[config.mk]
export PLATFORM = sky130hd
export DESIGN_NAME = p2_video_scan
export DESIGN_NICKNAME = d
export VERILOG_FILES = /design/src/rtl/p2_video_scan.sv
export SDC_FILE = /design/constraint.sdc
export NUM_CORES = 1
export LEC_CHECK = 0
export ABC_AREA = 1
export ABC_CLOCK_PERIOD_IN_PS = 1550
export CORE_ASPECT_RATIO = 0.8
export CORE_MARGIN = 4
export CORE_UTILIZATION = 50
export DETAILED_ROUTE_END_ITERATION = 6
export HOLD_SLACK_MARGIN = 0.08
export PLACE_DENSITY = 0.79
export REMOVE_ABC_BUFFERS = 1
export SYNTH_ARGS = -nofsm -noshare
export SYNTH_HDL_FRONTEND = slang
export SYNTH_SLANG_ARGS = --single-unit
[constraint.sdc]
create_clock -name clk -period 1.55 [get_ports clk]
set_clock_uncertainty 0.15 [all_clocks]
set_input_delay 0.31 -clock clk [delete_from_list [all_inputs] [get_ports clk]]
set_output_delay 0.31 -clock clk [all_outputs]
set_load 0.05 [all_outputs]
[src/rtl/p2_video_scan.sv]
// p2_video_scan: raster scan-out controller for the 1152x900 monochrome
// framebuffer. Owns VRAM read port 1, generates H/V timing, fetches one
// 16-bit word every 16 pixels and serializes it MSB-first into a 1-bit
// pixel stream. Sync, blank and frame_start are pipelined alongside the
// pixel data so that every output lags the counter state by two clocks.
module p2_video_scan #(
  parameter int H_ACTIVE = 1152,
  parameter int H_FRONT  = 40,
  parameter int H_SYNC   = 128,
  parameter int H_BACK   = 208,
  parameter int V_ACTIVE = 900,
  parameter int V_FRONT  = 2,
  parameter int V_SYNC   = 4,
  parameter int V_BACK   = 31
) (
  input  logic        clk,
  input  logic        reset_n,
  input  logic        enable,
  input  logic        invert,
  output logic [16:0] vram_addr,
  output logic        vram_en,
  input  logic [15:0] vram_data,
  output logic        pixel,
  output logic        hsync_n,
  output logic        vsync_n,
  output logic        blank_n,
  output logic        frame_start
);

  localparam int H_TOTAL = H_ACTIVE + H_FRONT + H_SYNC + H_BACK;
  localparam int V_TOTAL = V_ACTIVE + V_FRONT + V_SYNC + V_BACK;
  localparam int H_W     = $clog2(H_TOTAL);
  localparam int V_W     = $clog2(V_TOTAL);

  localparam logic [H_W-1:0] H_LAST   = H_W'(H_TOTAL - 1);
  localparam logic [H_W-1:0] H_ACT    = H_W'(H_ACTIVE);
  localparam logic [H_W-1:0] HS_START = H_W'(H_ACTIVE + H_FRONT);
  localparam logic [H_W-1:0] HS_END   = H_W'(H_ACTIVE + H_FRONT + H_SYNC);
  localparam logic [V_W-1:0] V_LAST   = V_W'(V_TOTAL - 1);
  localparam logic [V_W-1:0] V_ACT    = V_W'(V_ACTIVE);
  localparam logic [V_W-1:0] VS_START = V_W'(V_ACTIVE + V_FRONT);
  localparam logic [V_W-1:0] VS_END   = V_W'(V_ACTIVE + V_FRONT + V_SYNC);

  // run_q marks that scanning is live; the first enabled edge only arms it,
  // so the counters are still at 0 in the first enabled cycle.
  logic           run_q, run_d;
  logic [H_W-1:0] h_q, h_d;
  logic [V_W-1:0] v_q, v_d;
  logic [16:0]    addr_q, addr_d;

  // Stage 1: decoded timing and the "load the shifter" flag for the word
  // returned by VRAM one cycle after the fetch.
  logic ld_q, ld_d;
  logic blank1_q, blank1_d;
  logic hs1_q, hs1_d;
  logic vs1_q, vs1_d;
  logic fs1_q, fs1_d;

  // Stage 2: registered outputs plus the pixel shifter.
  logic [15:0] shift_q, shift_d;
  logic pixel_q, pixel_d;
  logic hs2_q, hs2_d;
  logic vs2_q, vs2_d;
  logic blank2_q, blank2_d;
  logic fs2_q, fs2_d;

  logic h_last;
  logic v_last;
  logic active;
  logic fetch;
  logic in_hsync;
  logic in_vsync;

  // Decode the current raster position into visible area, fetch slot and sync windows.
  always_comb begin
    h_last   = (h_q == H_LAST);
    v_last   = (v_q == V_LAST);
    active   = run_q && (h_q < H_ACT) && (v_q < V_ACT);
    fetch    = active && (h_q[3:0] == 4'd0);
    in_hsync = run_q && (h_q >= HS_START) && (h_q < HS_END);
    in_vsync = run_q && (v_q >= VS_START) && (v_q < VS_END);
  end

  // Advance the raster counters and the fetch address; disabling clears everything.
  always_comb begin
    run_d  = enable;
    h_d    = h_q;
    v_d    = v_q;
    addr_d = addr_q;
    if (!enable || !run_q) begin
      h_d    = '0;
      v_d    = '0;
      addr_d = '0;
    end else begin
      h_d = h_last ? '0 : h_q + 1'b1;
      if (h_last) begin
        v_d = v_last ? '0 : v_q + 1'b1;
      end
      if (fetch) begin
        addr_d = addr_q + 17'd2;
      end
      if (h_last && v_last) begin
        addr_d = '0;
      end
    end
  end

  // First pipeline stage: capture timing decode for the current position.
  always_comb begin
    ld_d     = 1'b0;
    blank1_d = 1'b0;
    hs1_d    = 1'b1;
    vs1_d    = 1'b1;
    fs1_d    = 1'b0;
    if (enable) begin
      ld_d     = fetch;
      blank1_d = active;
      hs1_d    = !in_hsync;
      vs1_d    = !in_vsync;
      fs1_d    = run_q && (h_q == '0) && (v_q == '0);
    end
  end

  // Second stage: load or shift the pixel word and register the outputs.
  // The pixel is taken from the next shifter value so that a freshly loaded
  // word's MSB appears in the same cycle as its stage-2 blank/sync.
  always_comb begin
    shift_d  = '0;
    pixel_d  = 1'b0;
    hs2_d    = 1'b1;
    vs2_d    = 1'b1;
    blank2_d = 1'b0;
    fs2_d    = 1'b0;
    if (enable) begin
      shift_d  = ld_q ? vram_data : {shift_q[14:0], 1'b0};
      pixel_d  = blank1_q ? (shift_d[15] ^ invert) : 1'b0;
      hs2_d    = hs1_q;
      vs2_d    = vs1_q;
      blank2_d = blank1_q;
      fs2_d    = fs1_q;
    end
  end

  // Counter and address state.
  always_ff @(posedge clk or negedge reset_n) begin
    if (!reset_n) begin
      run_q  <= 1'b0;
      h_q    <= '0;
      v_q    <= '0;
      addr_q <= '0;
    end else begin
      run_q  <= run_d;
      h_q    <= h_d;
      v_q    <= v_d;
      addr_q <= addr_d;
    end
  end

  // First pipeline stage registers.
  always_ff @(posedge clk or negedge reset_n) begin
    if (!reset_n) begin
      ld_q     <= 1'b0;
      blank1_q <= 1'b0;
      hs1_q    <= 1'b1;
      vs1_q    <= 1'b1;
      fs1_q    <= 1'b0;
    end else begin
      ld_q     <= ld_d;
      blank1_q <= blank1_d;
      hs1_q    <= hs1_d;
      vs1_q    <= vs1_d;
      fs1_q    <= fs1_d;
    end
  end

  // Second pipeline stage registers, including the shifter.
  always_ff @(posedge clk or negedge reset_n) begin
    if (!reset_n) begin
      shift_q  <= '0;
      pixel_q  <= 1'b0;
      hs2_q    <= 1'b1;
      vs2_q    <= 1'b1;
      blank2_q <= 1'b0;
      fs2_q    <= 1'b0;
    end else begin
      shift_q  <= shift_d;
      pixel_q  <= pixel_d;
      hs2_q    <= hs2_d;
      vs2_q    <= vs2_d;
      blank2_q <= blank2_d;
      fs2_q    <= fs2_d;
    end
  end

  assign vram_en     = fetch;
  assign vram_addr   = addr_q;
  assign pixel       = pixel_q;
  assign hsync_n     = hs2_q;
  assign vsync_n     = vs2_q;
  assign blank_n     = blank2_q;
  assign frame_start = fs2_q;

endmodule

==> results.yml <==
grt:
  use_met2_pct: 56.8
  track_usage_pct: 34.8
  grt_pass1_vias: 3975
  grt_start_max_net_pins: 22
  grt_util_met3_pct: 9.96
  grt_pass1_wl_um: 21300
  grt.overflow.total: 0
  top_usage_layer: "met2"
  use_met1_pct: 42.5
  antenna_found_initial: 0
floorplanning:
  initial_utilization_pct: 51.9
  ios: 43
  chipWidth_um: 99.4
  row_count: 26
  die_y_um: 81.1
  die_area_um2: 8060
  core-area_um2: 6440
worst_setup_path:
  path_max_fanout: 3
  start_kind: "flop"
  path_class: "flop to flop"
  worst_ep_arrival_time_ns: 2.33
  worst-path-buf-inv: 2
  path_cells: "nand3_2, buf_4, inv_1, nand2_1, xor2_1, nor2_2, nand3_4, nand2_2"
  end_kind: "flop"
  rrSetupSlack_ns: -0.62
  crit_slowest_cell: "dfrtp_1"
  rr_worst_depth: 8
  cpPeakStageDelay_ns: 0.59
  cp_top_family: "simple AND/OR/NAND/NOR gates"
  cp.required_ns: 1.70
  path_depth: 8
clock_tree:
  clock_sinks: 63
  cts_inserted_buffers: 9
  clk_latency_ns: 0.38
  htreeDepth: 3
  cts_tree: "done"
  cts-root-buf: "clkbuf_8"
  path_clk_slew_ns: 0.09
  clockBufferDepth: 2
yosys:
  async_flop_share_pct: 100
  synth_ff_type: "dfrtp_1"
  synth.avg_cell_area_um2: 7.61
  ys_types: 33
  syn_inst: 439
  post-synth-top-count-cell: "nor2_1"
  yosys.area.top_type_share_pct: 44.2
  synth_area_leaders: "dfrtp_1 44%, nor2_1 11%, nand2_1 9.8%, inv_1 5.7%, nand3_1 5.2%"
  synth_edf_count: 0
  netlist_area_um2: 3340
  synth_top_cells_by_count: "95 x nor2_1, 87 x nand2_1, 59 x dfrtp_1"
  yosysWarnings: 0
  yosysTopAreaCell: "dfrtp_1"
  yosysSeqAreaShare_pct: 47.3
  synth-seq-cells: 63
route:
  drc_errors: 49
  ant_nets: 0
  wl_per_cell_um: 27.9
  routed_wl_um: 19300
  drtIter0Drc: 871
  first_pass_iters: 7
  vias: 4655
  viasPerCell: 6.74
timing:
  finalHoldViolations: 0
  max_freq_mhz: 460
  slew_viol_final: 0
  fin_crit_sh_pct: 140
  min_period_ns: 2.17
  setup_slack_ns: -0.625
  setup_viol: 54
  relSlewSlack_pct: 66.1
  rsz0062_at_grt: "yes"
  worst_slew_pin_slew_ns: 0.509
final_layout:
  final_util_pct: 93.0
  nets: 627
  antennaDiodeCount: 0
  fillers: 176
  drive_gt1_share_pct: 48.8
  multiInputGateArea_um2: 2090
  seqCellArea_um2: 1600
  instances_no_fill: 691
  syn2layout_area_growth_pct: 79.4
power_and_ir_drop:
  p_sw_mw: 1.27
  power_density_nw_per_um2: 724
  clkPwrFrac_pct: 44.5
  seqPwrFrac_pct: 39.8
  vdd_drop_max_v: 0.000878
  intPower_mw: 3.07
  combPwrFrac_pct: 15.7
  swShare_pct: 29.3
  p_leak_nw: 2.79
placed_design:
  dp_hpwl_um: 6640
  dp.cells: 627
  routabilityCongestion: 0.904
  port_buffers: 41
run:
  max_cap_viol_count: 0
run_status:
  status: "finished with violations"
  violations: "DRC, setup timing"
min_path:
  hold_path.class: "input port to asynchronous set/reset pin"
## worst paths after layout
path                                          startpoint                       end
worst max-delay path            vram_addr[2]$_DFFE_PN0P_  vram_addr[8]$_DFFE_PN0P_
worst min-delay path                             reset_n        v_q[3]$_DFFE_PN0P_
worst max register to register  vram_addr[2]$_DFFE_PN0P_  vram_addr[8]$_DFFE_PN0P_
worst min register to register           fs1_q$_DFF_PN0_     frame_start$_DFF_PN0_
max in group asynchronous                        reset_n           hs1_q$_DFF_PN1_
min in group clk                            vram_data[0]      shift_q[0]$_DFF_PN0_
## layout by cell type, fill, tap and decap left out, types with 7 or more instances in the layout
cell type	synthesis	routed
dfrtp_2	0	11
dfrtp_1	59	48
buf_6	3	35
nand4_1	10	10
nand3_2	3	11
nor2_1	95	65
nor2_4	2	20
xor2_1	7	7
nor2_2	3	15
nand3_4	0	8
inv_1	51	44
nand2_1	87	61
buf_12	0	27
nand2_4	3	12
buf_4	1	77
clkdlybuf4s50_1	0	18
nand2_2	5	19
clkbuf_8	0	9
a21oi_1	14	7
o21ai_0	26	19
inv_2	3	9
nand3_1	35	19
## sequential cells by signal, indices dropped and copies added (netlist names), 10 cells and up
name	flops
h_q	11
shift_q	15
v_q	10
vram_addr	16
## through the flow
stage	power, mW	hold slack (ns)	setup WS [ns]	setup TNS, ns	instance area [µm²]
global route	4.42	0.290	-0.621	-15.64	5990
finish	4.34	0.279	-0.625	-15.10	5990
CTS	4.06	0.239	-0.458	-5.83	5320
global placement	2.16	0.0880	-0.206	-5.53	4580
floorplan	1.91	-0.136	-0.394	-4.56	3280
detailed placement	2.17	0.0909	-0.254	-7.21	4580
## area by class of cell
type | instances | share of cell area [%]
multi-input combinational | 312 | 34.9
timing repair buffer | 161 | 29.0
sequential | 63 | 26.6
inverter | 55 | 3.59
clock inverter | 7 | 2.09
clock buffer | 9 | 2.07
tap | 84 | 1.75
## layer usage
layer / wire, µm / vias up / part of all wire (%)
li1: - / 1723 / -
met1: 6420 / 2127 / 33
met2: 8170 / 585 / 42
met3: 2790 / 220 / 14
met4: 1900 / 0 / 9.8
met5: 0 / - / 0
## power groups by stage
stage	combinational [mW]	sequential (mW)	clock, mW
floorplan	0.138	1.77	0
global placement	0.422	1.73	0
detailed placement	0.434	1.74	0
CTS	0.520	1.70	1.84
global route	0.702	1.73	1.99
finish	0.681	1.73	1.93
## what timing repair did
action / 4_1_cts / 5_1_grt
buffers inserted: 24 / 31
setup endpoints to repair: 40 / 54
hold buffers: 1 / 0
pin swaps: 26 / 43
gates resized for setup: 75 / 140
endpoints found under the hold margin: 62 / 0
## cell families after synthesis
kind of cell,Yosys count,synth area share [%]
compound gates,46,7.15
xor+xnor,8,2.10
fa+ha+maj,5,1.87
buf+inv,64,8.09
flops,63,47.3
other cells,1,0.112
simple gates,252,33.3
Power figures use the tool's default switching activity.
